`config.mk`:
```
export PLATFORM = sky130hd
export DESIGN_NAME = hazard_scoreboard_flat
export DESIGN_NICKNAME = d
export VERILOG_FILES = /design/src/rtl/hazard_scoreboard_if.sv /design/src/rtl/hazard_scoreboard.sv /design/src/flat_wrapper.sv
export SDC_FILE = /design/constraint.sdc
export NUM_CORES = 1
export LEC_CHECK = 0
export CAP_MARGIN = 20
export CELL_PAD_IN_SITES_DETAIL_PLACEMENT = 0
export CELL_PAD_IN_SITES_GLOBAL_PLACEMENT = 2
export CORE_ASPECT_RATIO = 1.2
export CORE_UTILIZATION = 17
export DETAILED_ROUTE_END_ITERATION = 16
export MAX_ROUTING_LAYER = met4
export PLACE_DENSITY = 0.77
export REMOVE_ABC_BUFFERS = 1
export SLEW_MARGIN = 20
export SYNTH_ARGS = -nofsm -noshare
export SYNTH_HDL_FRONTEND = slang
export SYNTH_SLANG_ARGS = --single-unit
```
`constraint.sdc`:
```
create_clock -name clk -period 2.25 [get_ports clk]
set_clock_uncertainty 0.05 [all_clocks]
set_input_delay 0.45 -clock clk [delete_from_list [all_inputs] [get_ports clk]]
set_output_delay 0.45 -clock clk [all_outputs]
set_load 0.05 [all_outputs]
```
`src/rtl/hazard_scoreboard_if.sv`:
```
// Hazard scoreboard bus: ID-stage instruction info and pipeline results in,
// stall/flush control and forwarded operands out.
// master = datapath/decoder side, slave = hazard_scoreboard.
interface hazard_scoreboard_if #(
    parameter int XLEN       = 32,
    parameter int REG_AW     = 5,
    parameter int NUM_STAGES = 3,
    parameter int CNT_W      = 32
) ();
    logic                         id_valid;
    logic [REG_AW-1:0]            id_rs1_addr;
    logic                         id_rs1_used;
    logic [REG_AW-1:0]            id_rs2_addr;
    logic                         id_rs2_used;
    logic [REG_AW-1:0]            id_rd_addr;
    logic                         id_rf_wen;
    logic                         id_is_load;
    logic                         ex_jump;
    logic [NUM_STAGES*XLEN-1:0]   stage_data;
    logic                         rs1_fwd_en;
    logic [XLEN-1:0]              rs1_fwd_data;
    logic                         rs2_fwd_en;
    logic [XLEN-1:0]              rs2_fwd_data;
    logic                         stall;
    logic                         flush;
    logic [CNT_W-1:0]             stall_cnt;

    modport master (
        output id_valid, id_rs1_addr, id_rs1_used, id_rs2_addr, id_rs2_used,
               id_rd_addr, id_rf_wen, id_is_load, ex_jump, stage_data,
        input  rs1_fwd_en, rs1_fwd_data, rs2_fwd_en, rs2_fwd_data,
               stall, flush, stall_cnt
    );

    modport slave (
        input  id_valid, id_rs1_addr, id_rs1_used, id_rs2_addr, id_rs2_used,
               id_rd_addr, id_rf_wen, id_is_load, ex_jump, stage_data,
        output rs1_fwd_en, rs1_fwd_data, rs2_fwd_en, rs2_fwd_data,
               stall, flush, stall_cnt
    );
endinterface

```
`src/rtl/hazard_scoreboard.sv`:
```
// Hazard/forwarding controller for the in-order core.
// A shift-register scoreboard tracks in-flight RF writes (entry 0 = EX).
// Define HAZARD_FWD_EN to enable operand forwarding; without it the block is
// a pure interlock that stalls on any matching in-flight write.
module hazard_scoreboard #(
    parameter int XLEN       = 32,
    parameter int REG_AW     = 5,
    parameter int NUM_STAGES = 3,
    parameter int LOAD_STAGE = 1,
    parameter int CNT_W      = 32
) (
    input logic              clk,
    input logic              reset,
    hazard_scoreboard_if.slave bus
);

`ifdef HAZARD_FWD_EN
    localparam bit FWD_MODE = 1'b1;
`else
    localparam bit FWD_MODE = 1'b0;
`endif

    logic [NUM_STAGES-1:0] ent_valid;
    logic [NUM_STAGES-1:0] ent_wen;
    logic [NUM_STAGES-1:0] ent_load;
    logic [REG_AW-1:0]     ent_rd [NUM_STAGES];

    logic [1:0]            src_used;
    logic [REG_AW-1:0]     src_addr [2];
    logic [1:0]            src_hit;
    logic [1:0]            src_ready;
    logic [XLEN-1:0]       src_data [2];

    logic                  hazard;
    logic                  stall;
    logic                  rs1_en;
    logic                  rs2_en;
    logic [CNT_W-1:0]      stall_cnt;

    assign src_used    = {bus.id_rs2_used, bus.id_rs1_used};
    assign src_addr[0] = bus.id_rs1_addr;
    assign src_addr[1] = bus.id_rs2_addr;

    // Youngest matching in-flight write per source (lowest entry index wins).
    always_comb begin
        for (int unsigned s = 0; s < 2; s++) begin
            src_hit[s]   = 1'b0;
            src_ready[s] = 1'b0;
            src_data[s]  = '0;
            for (int unsigned k = 0; k < unsigned'(NUM_STAGES); k++) begin
                if (!src_hit[s] && src_used[s] && (src_addr[s] != '0) &&
                    ent_valid[k] && ent_wen[k] && (ent_rd[k] == src_addr[s])) begin
                    src_hit[s]   = 1'b1;
                    src_ready[s] = !ent_load[k] || (k >= unsigned'(LOAD_STAGE));
                    src_data[s]  = bus.stage_data[k*XLEN +: XLEN];
                end
            end
        end
    end

    // Stall decision; a taken jump in EX squashes ID, so it never stalls.
    always_comb begin
        hazard = 1'b0;
        if (FWD_MODE) begin
            hazard = (src_hit[0] & ~src_ready[0]) | (src_hit[1] & ~src_ready[1]);
        end else begin
            hazard = |src_hit;
        end
        stall = hazard & ~bus.ex_jump;
    end

    assign rs1_en           = FWD_MODE & src_hit[0] & src_ready[0];
    assign rs2_en           = FWD_MODE & src_hit[1] & src_ready[1];
    assign bus.rs1_fwd_en   = rs1_en;
    assign bus.rs2_fwd_en   = rs2_en;
    assign bus.rs1_fwd_data = rs1_en ? src_data[0] : '0;
    assign bus.rs2_fwd_data = rs2_en ? src_data[1] : '0;
    assign bus.stall        = stall;
    assign bus.flush        = bus.ex_jump;
    assign bus.stall_cnt    = stall_cnt;

    // Scoreboard shift: ID enters entry 0 unless stalled or squashed.
    always_ff @(posedge clk or negedge reset) begin
        if (!reset) begin
            ent_valid <= '0;
            ent_wen   <= '0;
            ent_load  <= '0;
            for (int unsigned k = 0; k < unsigned'(NUM_STAGES); k++) begin
                ent_rd[k] <= '0;
            end
        end else begin
            for (int unsigned k = 1; k < unsigned'(NUM_STAGES); k++) begin
                ent_valid[k] <= ent_valid[k-1];
                ent_wen[k]   <= ent_wen[k-1];
                ent_load[k]  <= ent_load[k-1];
                ent_rd[k]    <= ent_rd[k-1];
            end
            ent_valid[0] <= bus.id_valid & ~stall & ~bus.ex_jump;
            ent_wen[0]   <= bus.id_rf_wen;
            ent_load[0]  <= bus.id_is_load;
            ent_rd[0]    <= bus.id_rd_addr;
        end
    end

    // Saturating count of stall cycles.
    always_ff @(posedge clk or negedge reset) begin
        if (!reset) begin
            stall_cnt <= '0;
        end else if (stall && (stall_cnt != '1)) begin
            stall_cnt <= stall_cnt + 1'b1;
        end
    end

endmodule

```
`src/flat_wrapper.sv`:
```
// flat-port wrapper written by rule: the top's interface ports become plain ports
module hazard_scoreboard_flat 
#(
    parameter int XLEN       = 32,
    parameter int REG_AW     = 5,
    parameter int NUM_STAGES = 3,
    parameter int LOAD_STAGE = 1,
    parameter int CNT_W      = 32
)
  (clk, reset, bus_id_valid, bus_id_rs1_addr, bus_id_rs1_used, bus_id_rs2_addr, bus_id_rs2_used, bus_id_rd_addr, bus_id_rf_wen, bus_id_is_load, bus_ex_jump, bus_stage_data, bus_rs1_fwd_en, bus_rs1_fwd_data, bus_rs2_fwd_en, bus_rs2_fwd_data, bus_stall, bus_flush, bus_stall_cnt);
  hazard_scoreboard_if #(.XLEN(XLEN), .REG_AW(REG_AW), .NUM_STAGES(NUM_STAGES), .CNT_W(CNT_W)) bus_i ();
  input logic clk;
  input logic reset;
  input wire logic [$bits(bus_i.id_valid)-1:0] bus_id_valid;
  input wire logic [$bits(bus_i.id_rs1_addr)-1:0] bus_id_rs1_addr;
  input wire logic [$bits(bus_i.id_rs1_used)-1:0] bus_id_rs1_used;
  input wire logic [$bits(bus_i.id_rs2_addr)-1:0] bus_id_rs2_addr;
  input wire logic [$bits(bus_i.id_rs2_used)-1:0] bus_id_rs2_used;
  input wire logic [$bits(bus_i.id_rd_addr)-1:0] bus_id_rd_addr;
  input wire logic [$bits(bus_i.id_rf_wen)-1:0] bus_id_rf_wen;
  input wire logic [$bits(bus_i.id_is_load)-1:0] bus_id_is_load;
  input wire logic [$bits(bus_i.ex_jump)-1:0] bus_ex_jump;
  input wire logic [$bits(bus_i.stage_data)-1:0] bus_stage_data;
  output wire logic [$bits(bus_i.rs1_fwd_en)-1:0] bus_rs1_fwd_en;
  output wire logic [$bits(bus_i.rs1_fwd_data)-1:0] bus_rs1_fwd_data;
  output wire logic [$bits(bus_i.rs2_fwd_en)-1:0] bus_rs2_fwd_en;
  output wire logic [$bits(bus_i.rs2_fwd_data)-1:0] bus_rs2_fwd_data;
  output wire logic [$bits(bus_i.stall)-1:0] bus_stall;
  output wire logic [$bits(bus_i.flush)-1:0] bus_flush;
  output wire logic [$bits(bus_i.stall_cnt)-1:0] bus_stall_cnt;
  assign bus_i.id_valid = bus_id_valid;
  assign bus_i.id_rs1_addr = bus_id_rs1_addr;
  assign bus_i.id_rs1_used = bus_id_rs1_used;
  assign bus_i.id_rs2_addr = bus_id_rs2_addr;
  assign bus_i.id_rs2_used = bus_id_rs2_used;
  assign bus_i.id_rd_addr = bus_id_rd_addr;
  assign bus_i.id_rf_wen = bus_id_rf_wen;
  assign bus_i.id_is_load = bus_id_is_load;
  assign bus_i.ex_jump = bus_ex_jump;
  assign bus_i.stage_data = bus_stage_data;
  assign bus_rs1_fwd_en = bus_i.rs1_fwd_en;
  assign bus_rs1_fwd_data = bus_i.rs1_fwd_data;
  assign bus_rs2_fwd_en = bus_i.rs2_fwd_en;
  assign bus_rs2_fwd_data = bus_i.rs2_fwd_data;
  assign bus_stall = bus_i.stall;
  assign bus_flush = bus_i.flush;
  assign bus_stall_cnt = bus_i.stall_cnt;
  hazard_scoreboard #(.XLEN(XLEN), .REG_AW(REG_AW), .NUM_STAGES(NUM_STAGES), .LOAD_STAGE(LOAD_STAGE), .CNT_W(CNT_W)) u_core (.clk(clk), .reset(reset), .bus(bus_i));
endmodule
```
==> results.cfg <==
[run_status]
status = finished with violations
violations = setup timing

[sta]
finalHoldViolCount = 0
slew_violations = 0
timing.hold.ws_ns = 0.105
rsz0062_at_grt = true
layout_setup_ws_ns = -0.210
setup_viol = 26
min_period_ns = 2.46
tns_ns = -1.37
max_freq_ghz = 0.406
max-slew-margin-rel_pct = 51.4
tightest_slew_ns = 0.726
finalCritPeriodShare_pct = 109

[power]
leakage_nw = 2.26
peakVddDrop_mv = 0.385
power_w = 0.00237
pwr_density_cell_mw_per_mm2 = 524

[finish]
syn2layout_area_growth_pct = 51.9
drive_above_1_share_pct = 27.1
num_antenna_cells = 0
fin_nets = 503

[critical_path]
criticalPathCategory = reg2out
r2r_cells = 10
arrival_ns = 1.96
end_kind = output port
r2r_start = u_core.ent_rd[9]
worst-r2r-setup-slack_ns = -0.08
crit_fanout = 3
startpoint_type = flop
rr_endpoint = u_core.bus.stall_cnt[22]
cp.required_ns = 1.75

[clock_network]
cts_root_buf = clkbuf_16
clock-sinks = 53
postCtsHoldBufs = 0
worstSkewPairLatency_ns = 0.29
clkTransAtPathRegs_ns = 0.07
cts-htree-levels = 2
cts_buffer_depth = 2
cts_tree = built
cts_buffers = 5

[die]
die-area_mm2 = 0.0181
io_pins = 219
coreArea_mm2 = 0.0170
fp.dieH_um = 147
num_rows = 52
start_util_pct = 17.5
die_w_um = 123

[synth]
ys_seq_elements = 53
netlist_area_mm2 = 0.00298
yosys_most_used_dff = dfrtp_1
ys_seq_area_share_pct = 44.5
ys_types = 30
syn_inst = 287
async_flop_share_pct = 100
yosysWarnings = 0
syn_avg_cell_area_um2 = 10.4
synth-edff-count = 0

[global_routing]
grt_overflow_total = 0
grt_first_pass_wirelength_mm = 12.6
grt_max_degree = 31
first_global_vias = 2268
antenna_found_initial = 0
groute.usage.overall_pct = 9.47

[place]
hpwl_mm = 5.61
port_buffers = 55
routabilityCongestion = 0.875

[routing]
routed_wl_mm = 8.00
drc_errors = 0
dr.pass1.iters = 4
drt_iter0_drc = 46
via_count = 2197
ant_nets = 0
vias_per_cell = 3.66
routedWlPerCell_um = 13.3

[flow_run]
max-cap-violations = 0

[hold_path]
hp-class = in2async
## synthesized netlist by cell type (2+ instances only)
| cell | count | area share, % |
|---|---|---|
| a31oi_1 | 2 | 0.42 |
| buf_4 | 68 | 17 |
| inv_1 | 10 | 1.3 |
| o21ai_0 | 2 | 0.34 |
| nor4_2 | 2 | 0.84 |
| nand2_1 | 10 | 1.3 |
| or4_1 | 3 | 0.76 |
| nand4_1 | 10 | 2.1 |
| nor2_1 | 11 | 1.4 |
| buf_6 | 3 | 1.1 |
| nor3_1 | 14 | 2.4 |
| dfrtp_1 | 53 | 45 |
| nor4_1 | 15 | 3.1 |
| nand3_1 | 9 | 1.5 |
| xnor2_1 | 14 | 4.1 |
| xor2_1 | 47 | 14 |
## worst max path at each step
stage / to / slack, ns / cells past startpoint / startpoint
3_5_place_dp: bus_stall / -0.73 / 8 / bus_id_rs1_addr[0]
6_report: bus_stall / -0.21 / 7 / u_core.ent_rd[9]
4_1_cts: bus_stall / -0.23 / 7 / u_core.ent_rd[1]
2_1_floorplan: u_core.bus.stall_cnt[1] / -0.56 / 6 / u_core.bus.stall_cnt[8]
3_3_place_gp: bus_stall / -0.72 / 8 / bus_id_rs1_addr[3]
5_1_grt: bus_stall / -0.34 / 7 / u_core.ent_rd[4]
## cell families (layout without fill, tap and decap cells)
kind of cell,Yosys count,after routing,share of synthesized area (%)
AOI/OAI and AO/OA,6,6,1.34
xor gates and xnor gates,61,61,17.9
adders and majority gates,1,1,0.420
buffers and inverters,83,115,19.8
DFF,53,53,44.5
muxes,1,1,0.378
other,1,66,0.126
and+or+nand+nor,81,81,15.5
## state kept, by name (all words and copies together) (netlist names)
register,count
u_core.ent_rd,15
u_core.bus.stall_cnt,32
u_core.ent_valid,3
u_core.ent_wen,3
## cell usage in the layout, fill, tap and decap left out, types with 2 or more instances in the layout
| master | count |
|---|---|
| a31oi_4 | 2 |
| dlygate4sd2_1 | 3 |
| clkbuf_16 | 6 |
| nand4_1 | 10 |
| nand3_1 | 9 |
| or4_4 | 3 |
| o21ai_4 | 3 |
| nor4_1 | 6 |
| buf_12 | 5 |
| xnor2_1 | 14 |
| clkdlybuf4s15_2 | 6 |
| dfrtp_1 | 53 |
| nor3_4 | 15 |
| nor2_1 | 5 |
| buf_4 | 34 |
| xor2_1 | 47 |
| nor4_4 | 11 |
| conb_1 | 66 |
| buf_6 | 3 |
| nor2_4 | 6 |
| clkdlybuf4s50_1 | 41 |
| buf_16 | 2 |
| nand2_1 | 9 |
| inv_1 | 10 |
## metrics by stage
stage	cell area [um^2]	setup WS, ns	instances	util, %
final	4520	-0.210	600	26.6
after global routing	4520	-0.337	600	26.6
after CTS	4340	-0.235	599	25.5
after detailed placement	3790	-0.726	585	22.3
after global placement	3790	-0.723	585	22.3
after floorplan	2670	-0.562	279	-
## layout make-up
class | count | area (um^2)
Clock buffer | 6 | 129
Multi-Input combinational cell | 216 | 1740
Fill cell | 1784 | 12500
Inverter | 10 | 37.5
Clock inverter | 2 | 38.8
Tap cell | 216 | 270
Sequential cell | 53 | 1330
Timing Repair Buffer | 97 | 983
## critical path, cell delays in order (launching register included)
cell     delay [ns]
dfrtp_1        0.42
xor2_1         0.18
nor4_1         0.31
nand4_1        0.20
a31oi_4        0.25
nor2_4         0.07
nor2_4         0.11
buf_12         0.14
## layer usage
metal	GRT usage, %	routed length (um)
met5	-	0
met4	2.50	88
met3	1.86	354
met2	16.0	4310
met1	11.4	3240
## where the power goes
part           switching [W]  internal [W]  leakage (nW)  total [W]
registers          0.0000254      0.000981         0.658    0.00101
clock network       0.000342      0.000528        0.0810   0.000870
logic               0.000375      0.000119          1.52   0.000494
total               0.000743       0.00163          2.26    0.00237
## what timing repair did
action / in CTS / in global routing
pin swaps: 14 / 47
gates resized for setup: 72 / 35
endpoints found under the setup margin: 33 / 33
cloned: 3 / 0
setup buffers: 3 / 1
Power figures use the tool's default switching activity.
